## src/rtl/spi_mem_pkg.sv

```systemverilog
// -----------------------------------------------------------------------------
// spi_mem_pkg
// Shared types and constants for the SPI memory slave controller.
//   spi_state_t : transaction state encoding
//   RW_READ / RW_WRITE : encoding of the R/W bit that closes the header
//   max_int     : elaboration-time helper for sizing the bit counter
// Configuration macro: SPI_FSM_BURST_EN (adds READ_INC for burst reads).
// -----------------------------------------------------------------------------
package spi_mem_pkg;

    typedef enum logic [3:0] {
        IDLE,
        GET_HDR,
        GOT_HDR,
        WRITE,
        WR_COMMIT,
`ifdef SPI_FSM_BURST_EN
        READ_INC,
`endif
        READ_LOAD,
        READ_SHIFT,
        DONE
    } spi_state_t;

    localparam logic RW_READ  = 1'b1;
    localparam logic RW_WRITE = 1'b0;

    function automatic int max_int(input int a, input int b);
        return (a > b) ? a : b;
    endfunction

endpackage

```

## src/rtl/spi_bit_counter.sv

```systemverilog
// -----------------------------------------------------------------------------
// spi_bit_counter
// Counts SCLK rising-edge strobes within one header or data frame.
// Ports:
//   clk, reset : system clock, asynchronous active-high reset
//   clear      : synchronous clear (state entry); wins over en
//   en         : one-clk strobe to count
//   term       : number of strobes that make up the current frame
//   last       : the strobe presented this cycle completes the frame
// -----------------------------------------------------------------------------
module spi_bit_counter #(
    parameter int WIDTH = 4
) (
    input  logic             clk,
    input  logic             reset,
    input  logic             clear,
    input  logic             en,
    input  logic [WIDTH-1:0] term,
    output logic             last
);

    logic [WIDTH-1:0] count;

    // NOTE: sequential state is always assigned with <= so every flop samples
    // the pre-edge value of every other flop, independent of block ordering.
    always_ff @(posedge clk or posedge reset) begin
        if (reset) begin
            count <= '0;
        end else if (clear) begin
            count <= '0;
        end else if (en) begin
            count <= count + WIDTH'(1);
        end
    end

    // Combinational so the FSM can leave the counting state on the very edge
    // that samples the final strobe.
    assign last = en && (count == term - WIDTH'(1));

endmodule

```

## src/rtl/spi_mem_fsm.sv

```systemverilog
// -----------------------------------------------------------------------------
// spi_mem_fsm
// SPI-slave transaction controller: header capture, data-memory write,
// shift-register load and MISO readout, with abort on chip-select release.
// Parameters:
//   ADDR_BITS : address field width (header = ADDR_BITS + 1 bits, last is R/W)
//   DATA_BITS : data frame width
// Ports:
//   clk, reset : system clock, asynchronous active-high reset
//   sclk_rise  : one-clk strobe per SCLK rising edge
//   cs         : conditioned chip select, active low
//   rw_bit     : shift-register serial bit, read as R/W in GOT_HDR
//   addr_we    : address latch write enable
//   dm_we      : data memory write enable
//   sr_we      : shift-register parallel load enable
//   miso_bufe  : MISO tri-state buffer enable
//   addr_inc   : address latch increment (burst builds only)
// Configuration macro: SPI_FSM_BURST_EN enables burst transfers with address
// auto-increment; without it every transaction ends in DONE.
// -----------------------------------------------------------------------------
module spi_mem_fsm
    import spi_mem_pkg::*;
#(
    parameter int ADDR_BITS = 7,
    parameter int DATA_BITS = 8
) (
    input  logic clk,
    input  logic reset,
    input  logic sclk_rise,
    input  logic cs,
    input  logic rw_bit,
    output logic addr_we,
    output logic dm_we,
    output logic sr_we,
    output logic miso_bufe,
    output logic addr_inc
);

    localparam int HDR_BITS = ADDR_BITS + 1;
    localparam int CNT_W    = $clog2(max_int(HDR_BITS, DATA_BITS) + 1);

    spi_state_t state_q, state_d;
    logic       cnt_last;
    logic       cnt_en;
    logic       cnt_clear;
    logic [CNT_W-1:0] cnt_term;
    logic addr_we_d, dm_we_d, sr_we_d, miso_bufe_d, addr_inc_d;

    // Strobes are only counted in the multi-cycle shifting states; the
    // single-cycle states and DONE ignore them.
    assign cnt_en    = sclk_rise && (state_q inside {GET_HDR, WRITE, READ_SHIFT});
    assign cnt_clear = (state_d != state_q);
    assign cnt_term  = (state_q == GET_HDR) ? CNT_W'(HDR_BITS) : CNT_W'(DATA_BITS);

    spi_bit_counter #(
        .WIDTH (CNT_W)
    ) u_bit_counter (
        .clk   (clk),
        .reset (reset),
        .clear (cnt_clear),
        .en    (cnt_en),
        .term  (cnt_term),
        .last  (cnt_last)
    );

    // State and output registers. Outputs are decoded from the next state so
    // each strobe lines up with the cycle its state is resident.
    always_ff @(posedge clk or posedge reset) begin
        if (reset) begin
            state_q   <= IDLE;
            addr_we   <= 1'b0;
            dm_we     <= 1'b0;
            sr_we     <= 1'b0;
            miso_bufe <= 1'b0;
            addr_inc  <= 1'b0;
        end else begin
            state_q   <= state_d;
            addr_we   <= addr_we_d;
            dm_we     <= dm_we_d;
            sr_we     <= sr_we_d;
            miso_bufe <= miso_bufe_d;
            addr_inc  <= addr_inc_d;
        end
    end

    // Next-state logic. Chip-select release overrides everything, including a
    // final-bit strobe in the same cycle, so a partial write never commits.
    always_comb begin
        // NOTE: every combinational output gets a default first so no path
        // leaves it unassigned and no latch is inferred.
        state_d = state_q;
        if (cs) begin
            state_d = IDLE;
        end else begin
            unique case (state_q)
                IDLE:       state_d = GET_HDR;
                GET_HDR:    if (cnt_last) state_d = GOT_HDR;
                GOT_HDR:    state_d = (rw_bit == RW_READ) ? READ_LOAD : WRITE;
                WRITE:      if (cnt_last) state_d = WR_COMMIT;
`ifdef SPI_FSM_BURST_EN
                // cs is known low here, so the burst continues.
                WR_COMMIT:  state_d = WRITE;
                READ_INC:   state_d = READ_LOAD;
                READ_SHIFT: if (cnt_last) state_d = READ_INC;
`else
                WR_COMMIT:  state_d = DONE;
                READ_SHIFT: if (cnt_last) state_d = DONE;
`endif
                READ_LOAD:  state_d = READ_SHIFT;
                DONE:       state_d = DONE;
                default:    state_d = IDLE;
            endcase
        end
    end

    // Output decode from the next state.
    always_comb begin
        addr_we_d   = (state_d == GOT_HDR);
        dm_we_d     = (state_d == WR_COMMIT);
        sr_we_d     = (state_d == READ_LOAD);
        miso_bufe_d = (state_d == READ_SHIFT);
`ifdef SPI_FSM_BURST_EN
        // Write: increment alongside the commit. Read: increment one clk
        // before the reload so the shift register sees the new address.
        addr_inc_d  = (state_d == WR_COMMIT) || (state_d == READ_INC);
`else
        addr_inc_d  = 1'b0;
`endif
    end

endmodule

```

## config.mk

```make
export PLATFORM = sky130hd
export DESIGN_NAME = spi_mem_fsm
export DESIGN_NICKNAME = d
export VERILOG_FILES = /design/src/rtl/spi_mem_pkg.sv /design/src/rtl/spi_bit_counter.sv /design/src/rtl/spi_mem_fsm.sv
export SDC_FILE = /design/constraint.sdc
export NUM_CORES = 1
export LEC_CHECK = 0
export CAP_MARGIN = 20
export CORE_MARGIN = 4
export CORE_UTILIZATION = 45
export CTS_BUF_LIST = sky130_fd_sc_hd__clkbuf_4 sky130_fd_sc_hd__clkbuf_8 sky130_fd_sc_hd__clkbuf_16
export DETAILED_ROUTE_END_ITERATION = 6
export GPL_ROUTABILITY_DRIVEN = 0
export GPL_TIMING_DRIVEN = 0
export PLACE_DENSITY = 0.78
export SYNTH_ARGS = -nofsm -noshare
export SYNTH_HDL_FRONTEND = slang
export SYNTH_HIERARCHICAL = 1
export SYNTH_SLANG_ARGS = --single-unit
```

## constraint.sdc

```tcl
create_clock -name clk -period 2.2 [get_ports clk]
set_clock_uncertainty 0.1 [all_clocks]
set_input_delay 0.55 -clock clk [delete_from_list [all_inputs] [get_ports clk]]
set_output_delay 0.55 -clock clk [all_outputs]
set_load 0.005 [all_outputs]
```

* After elaboration in Yosys (flattened, before gate mapping) *
Cells that the tools add are included.

word-level totals
  bits in registers = 12
  latch bits = 0
  RAM bits = 0
  bits in read-only memories = 0
  input bits = 5
  output and inout port bits = 5
  logic and storage cells = 34
  memories kept = 0

cells by class
  $add $sub $neg = 1
  $mul = 0
  div/mod/pow operators = 0
  magnitude comparators = 0
  eq/ne operators = 13
  shift operators = 0
  mux-type cells = 8
  bitwise logic cells = 0
  reductions and logical operators = 6

operators by type and width
  operator                                        number
  == test 4 x 3 -> 1 bit (second input constant)  8
  one-hot mux 4 bit (7 select lines)              1
  two-way mux 4 bit                               6
  == test 4 x 2 -> 1 bit (second input constant)  3
  adder 4 x 1 -> 4 bit (second input constant)    1
  == test 4 x 1 -> 1 bit (second input constant)  1
  logical NOT 4 bit                               1
  inequality test 4 bit                           1
  two-way mux 3 bit                               1
  nonzero test 3 bit                              1
  logical AND 1 bit                               2
  nonzero test 2 bit                              1
  OR reduction 2 bit                              1

* Depth between registers and ports, before layout *
  depth in word-level cells = 9
  depth in mapped cells = 10
  mapped depth without buffers = 9

* Modules after synthesis *
Netlist, hierarchy kept.

modules (own cells, without submodules)
  module           instances  cells each  area an instance (µm²)  sequential area each (µm²)
  spi_mem_fsm      1          49          460.4                   200.2
  spi_bit_counter  1          27          274.0                   100.1

* Least setup slack after synthesis *
OpenSTA, ideal clock, no wires.

  kind = reg-to-reg
  start = register state_q[0]
  end = register u_bit_counter.count[0]
  library setup time = 0.122 ns
  data arrival time = 2.164 ns
  required time = 1.978 ns
  slack = -0.186 ns
  stages on the path, launching flop included = 11
  path buffers = 1
  period minus slack after synthesis = 2.386 ns
  path through = dfrtp_1 buf_4 nor2b_1 nand2_1 a21oi_1 o211ai_1 a2111oi_2 mux2_4 a31oi_1 nand4_1 nor2_1

on the way
  word-level cells in the longest chain between the ends = 9
  elaborated cells on any way between the ends = 20
  those cells by class = eq/ne (8); mux (6); reduce/logical (6)

ends and longest elaborated chain
  item                                                     RTL line                                                  RTL
  from (decl)                                              spi_mem_fsm.sv:42                                         spi_state_t state_q, state_d;
  from (signal assigned)                                   spi_mem_fsm.sv:77                                         state_q <= state_d;
  == test 4 x 1 -> 1 bit, or another cell as far along     spi_mem_fsm.sv:51                                         assign cnt_en = sclk_rise && (state_q inside {GET_HDR, WRITE, READ_SHIFT});
  nonzero test 3 bit (*)                                   spi_mem_fsm.sv:51
  logical AND 1 bit (*)                                    spi_mem_fsm.sv:51
  named net cnt_en                                         spi_mem_fsm.sv:44                                         logic cnt_en;
  logical AND 1 bit (*)                                    spi_bit_counter.sv:38                                     assign last = en && (count == term - WIDTH'(1));
  named net cnt_last                                       spi_mem_fsm.sv:43                                         logic cnt_last;
  two-way mux 4 bit, on equally long branches              spi_mem_fsm.sv:107, spi_mem_fsm.sv:97, spi_mem_fsm.sv:99
  one-hot mux 4 bit (7 select lines) (*)                   spi_mem_fsm.sv:95                                         unique case (state_q)
  two-way mux 4 bit (*)                                    spi_mem_fsm.sv:92                                         if (cs) begin
  inequality test 4 bit (*)                                spi_mem_fsm.sv:52                                         assign cnt_clear = (state_d != state_q);
  named net cnt_clear                                      spi_mem_fsm.sv:45                                         logic cnt_clear;
  two-way mux 4 bit or nonzero test 2 bit (tied branches)  n/a
  to (signal assigned)                                     spi_bit_counter.sv:32                                     count <= count + WIDTH'(1);
  to (decl)                                                spi_bit_counter.sv:22                                     logic [WIDTH-1:0] count;

The timed path passes the listed nets; every way through them passes the cells marked *.
A chain may end at the register's enable or synchronous reset.

* Worst setup path in the final report *
  start = register state_q[0]
  end = register u_bit_counter.count[3]

The elaborated chain is that of the path after synthesis.

==> run summary <==
Setup path
- flip-flop — crit start category
- 7 — worst-path maximum fanout
- state_q[0]$_DFF_PP0_ — worst setup path startpoint
- 2210 ps — critical path arrival
- state_q[0]$_DFF_PP0_ — startpoint of the worst-slack reg-to-reg timing path
- 2260 ps — required time of the critical path
- reg -> reg — start-to-end type of the worst setup path
- flip-flop — CP endpoint kind

Routing
- 5.12 — vias per inst
- 1.53 mm — overall routed net length
- 12.7 microns — average wire per cell in the routed design
- met3 — uppermost metal layer occupied by signal nets
- 18 — drt first-iter violations
- 0 — Remaining DRCs
- 91 microns — total length of routed met3 wires
- 614 — overall via count from detail_route
- 5 — number of optimization iterations in the first detailed-route pass
- 0 — Antenna Nets Post-Route
- 632 microns — met1 WL
- 804 microns — Met2 Wirelength

Timing
- 0.977 — ratio of final minimum period to clock period
- true — setup repair after global routing missed its margin
- 50.4 ps — fin worst setup slack
- 465 MHz — Max Clk Rate
- 382 ps — WHS
- 0 — count of final max-slew check failures
- 0 — setup violation total in the final timing report
- 2150 ps — final critical-path required period
- 0 — number of hold violations in the final report

Finish
- 0 — diodes inserted
- 38.8% — Area Overhead vs Synth
- sky130_fd_sc_hd__buf_4 (11), sky130_fd_sc_hd__dfrtp_1 (11), sky130_fd_sc_hd__conb_1 (10) — commonest non-fill, non-tap cells in the layout
- 0.279 — layout cell share with drive strength beyond 1
- 113 — nets@finish
- 0.669 — final core utilization

Synth
- 1.00 — Synth async-reset ratio
- 0 — number of synthesized flops with an enable pin
- 12 — number of synthesized register bits
- 0.409 — sequential area share after synthesis
- 9.66 sq um — synthesized area per cell
- 6 — count of yosys warnings during synthesis
- sky130_fd_sc_hd__dfrtp_1 — top_reg_cell synth
- 734 sq um — Post-Synthesis Cell Area
- 76 — number of standard cells after synthesis
- 31 — Cell variety after synth

Die
- 1520 sq um — Core Region
- 48.4 microns — die span in x
- 2340 sq um — overall die area
- 10 — I/O Pins
- 48.4 microns — Die H
- 0.482 — Initial Utilization
- 14 — number of rows created at floorplan

Global route
- 617 — vias in the first global route
- 2.57 mm — wire length of the first global-routing pass
- 0.134 — total global routing track utilization
- 11 — largest net degree at the start of global routing
- 0 — total overflow reported by the global router
- 0 — number of antenna violations at the first check in global routing

Pwr
- 0.445 nW — static power due to leakage
- 0.422 mW — PnR Total Power
- 0.000347 V — Max IR drop VDD
- 414 nW/um^2 — Cell Pwr Density

Clock network
- 70 ps — clock-pin slew on the worst setup and hold paths
- 12 — number of sinks handled by clock tree synthesis
- 3 — number of clock buffers inserted by TritonCTS
- 1 — CTS HTree Levels
- 270 ps — clock network latency to the later pin of the worst-skew pair
- yes — CTS tree
- sky130_fd_sc_hd__clkbuf_4 — clk root buf
- 2 — buffer levels on the longest clock path

Place
- -534 ps — Worst Setup Slack post-DPL
- 8 — number of port buffers
- 995 microns — final HPWL from detailed placement

Run status
- finished, final reports clean — run status

Run
- 0 — maximum capacitance violations

Min path
- in -> async — worst min-delay path class

-- cell usage after synthesis, drive strengths merged, types with 2 or more instances --
master   n  area share
a21oi    5       0.034
o21ai    2       0.014
xnor2    5       0.060
nor2     7       0.036
nand4    2       0.017
conb     2       0.010
nand2b   2       0.017
xor2     3       0.036
nor2b    4       0.034
buf      4       0.037
ha       2       0.034
nand2    4       0.020
dfrtp   12        0.41
nor3     2       0.020
inv      6       0.031
-- registers in the layout, summed over array words and instances (netlist names) --
| signal | cells |
|---|---|
| u_bit_counter/count | 4 |
| dm_we | 1 |
| state_q | 4 |
| miso_bufe | 1 |
| sr_we | 1 |
| addr_we | 1 |
-- cell families after synthesis --
group,after synthesis,share of synthesized area
flip-flops,12,0.409
buffers and inverters,10,0.0681
AO/OA/AOI/OAI,13,0.126
other,2,0.0102
XOR/XNOR,8,0.0954
multiplexers,2,0.0341
AND/OR/NAND/NOR,27,0.223
adder cells (fa/ha/maj),2,0.0341
-- stage by stage --
step / std cells / cell area, sq um / setup TNS, ps
floorplan: 84 / 781 / 0
global placement: 108 / 881 / -4070
detailed placement: 108 / 881 / -4330
CTS: 116 / 968 / 0
global route: 120 / 1020 / -219
finish: 120 / 1020 / 0
-- layer usage --
metal,track usage,vias to the layer above
li1,-,303
met1,0.158,288
met2,0.230,23
met3,0.0521,0
met4,0.0230,0
met5,0,-
-- worst max-delay path, cell delays in order (launching register included) --
cell and delay (ps):
sky130_fd_sc_hd__dfrtp_1 400, sky130_fd_sc_hd__buf_6 140, sky130_fd_sc_hd__nor2b_4 110, sky130_fd_sc_hd__nand2_2 80, sky130_fd_sc_hd__a21oi_4 170, sky130_fd_sc_hd__o211ai_1 140, sky130_fd_sc_hd__a2111oi_4 200, sky130_fd_sc_hd__buf_4 200
sky130_fd_sc_hd__and4bb_1 210, sky130_fd_sc_hd__a211oi_2 40, sky130_fd_sc_hd__nand4_1 200, sky130_fd_sc_hd__nor2_1 70
-- power by group --
group | leakage [nW] | switching (mW) | internal [mW]
combinational | 0.269 | 0.0340 | 0.0305
clock | 0.0138 | 0.0680 | 0.0634
sequential | 0.163 | 0.00337 | 0.223
-- worst paths after layout --
kind / slack, ps / depth (start not counted) / end
worst max-delay path: 50 / 11 / u_bit_counter/count[3]$_DFFE_PP0P_
worst min-delay path: 380 / 2 / u_bit_counter/count[1]$_DFFE_PP0P_
worst max register to register: 50 / 11 / u_bit_counter/count[3]$_DFFE_PP0P_
worst min register to register: 460 / 2 / u_bit_counter/count[3]$_DFFE_PP0P_
max in group asynchronous: 1300 / 2 / state_q[2]$_DFF_PP0_
min in group clk: 460 / 2 / u_bit_counter/count[3]$_DFFE_PP0P_
-- layout make-up --
class / instances / area, sq um
buffer: 3 / 30.0
clock buffer: 3 / 22.5
fill: 125 / 504
inverter: 6 / 22.5
multi-input combinational: 62 / 469
sequential: 12 / 302
tap: 16 / 20.0
timing repair buffer: 18 / 154
-- repair_timing --
action,4_1_cts,5_1_grt
gates resized for setup,7,4
pin swaps,7,7
hold buffers,0,0
hold endpoints to repair,0,0
buffers inserted,5,6
endpoints found under the setup margin,9,7
(Power assumes the default switching activity.)
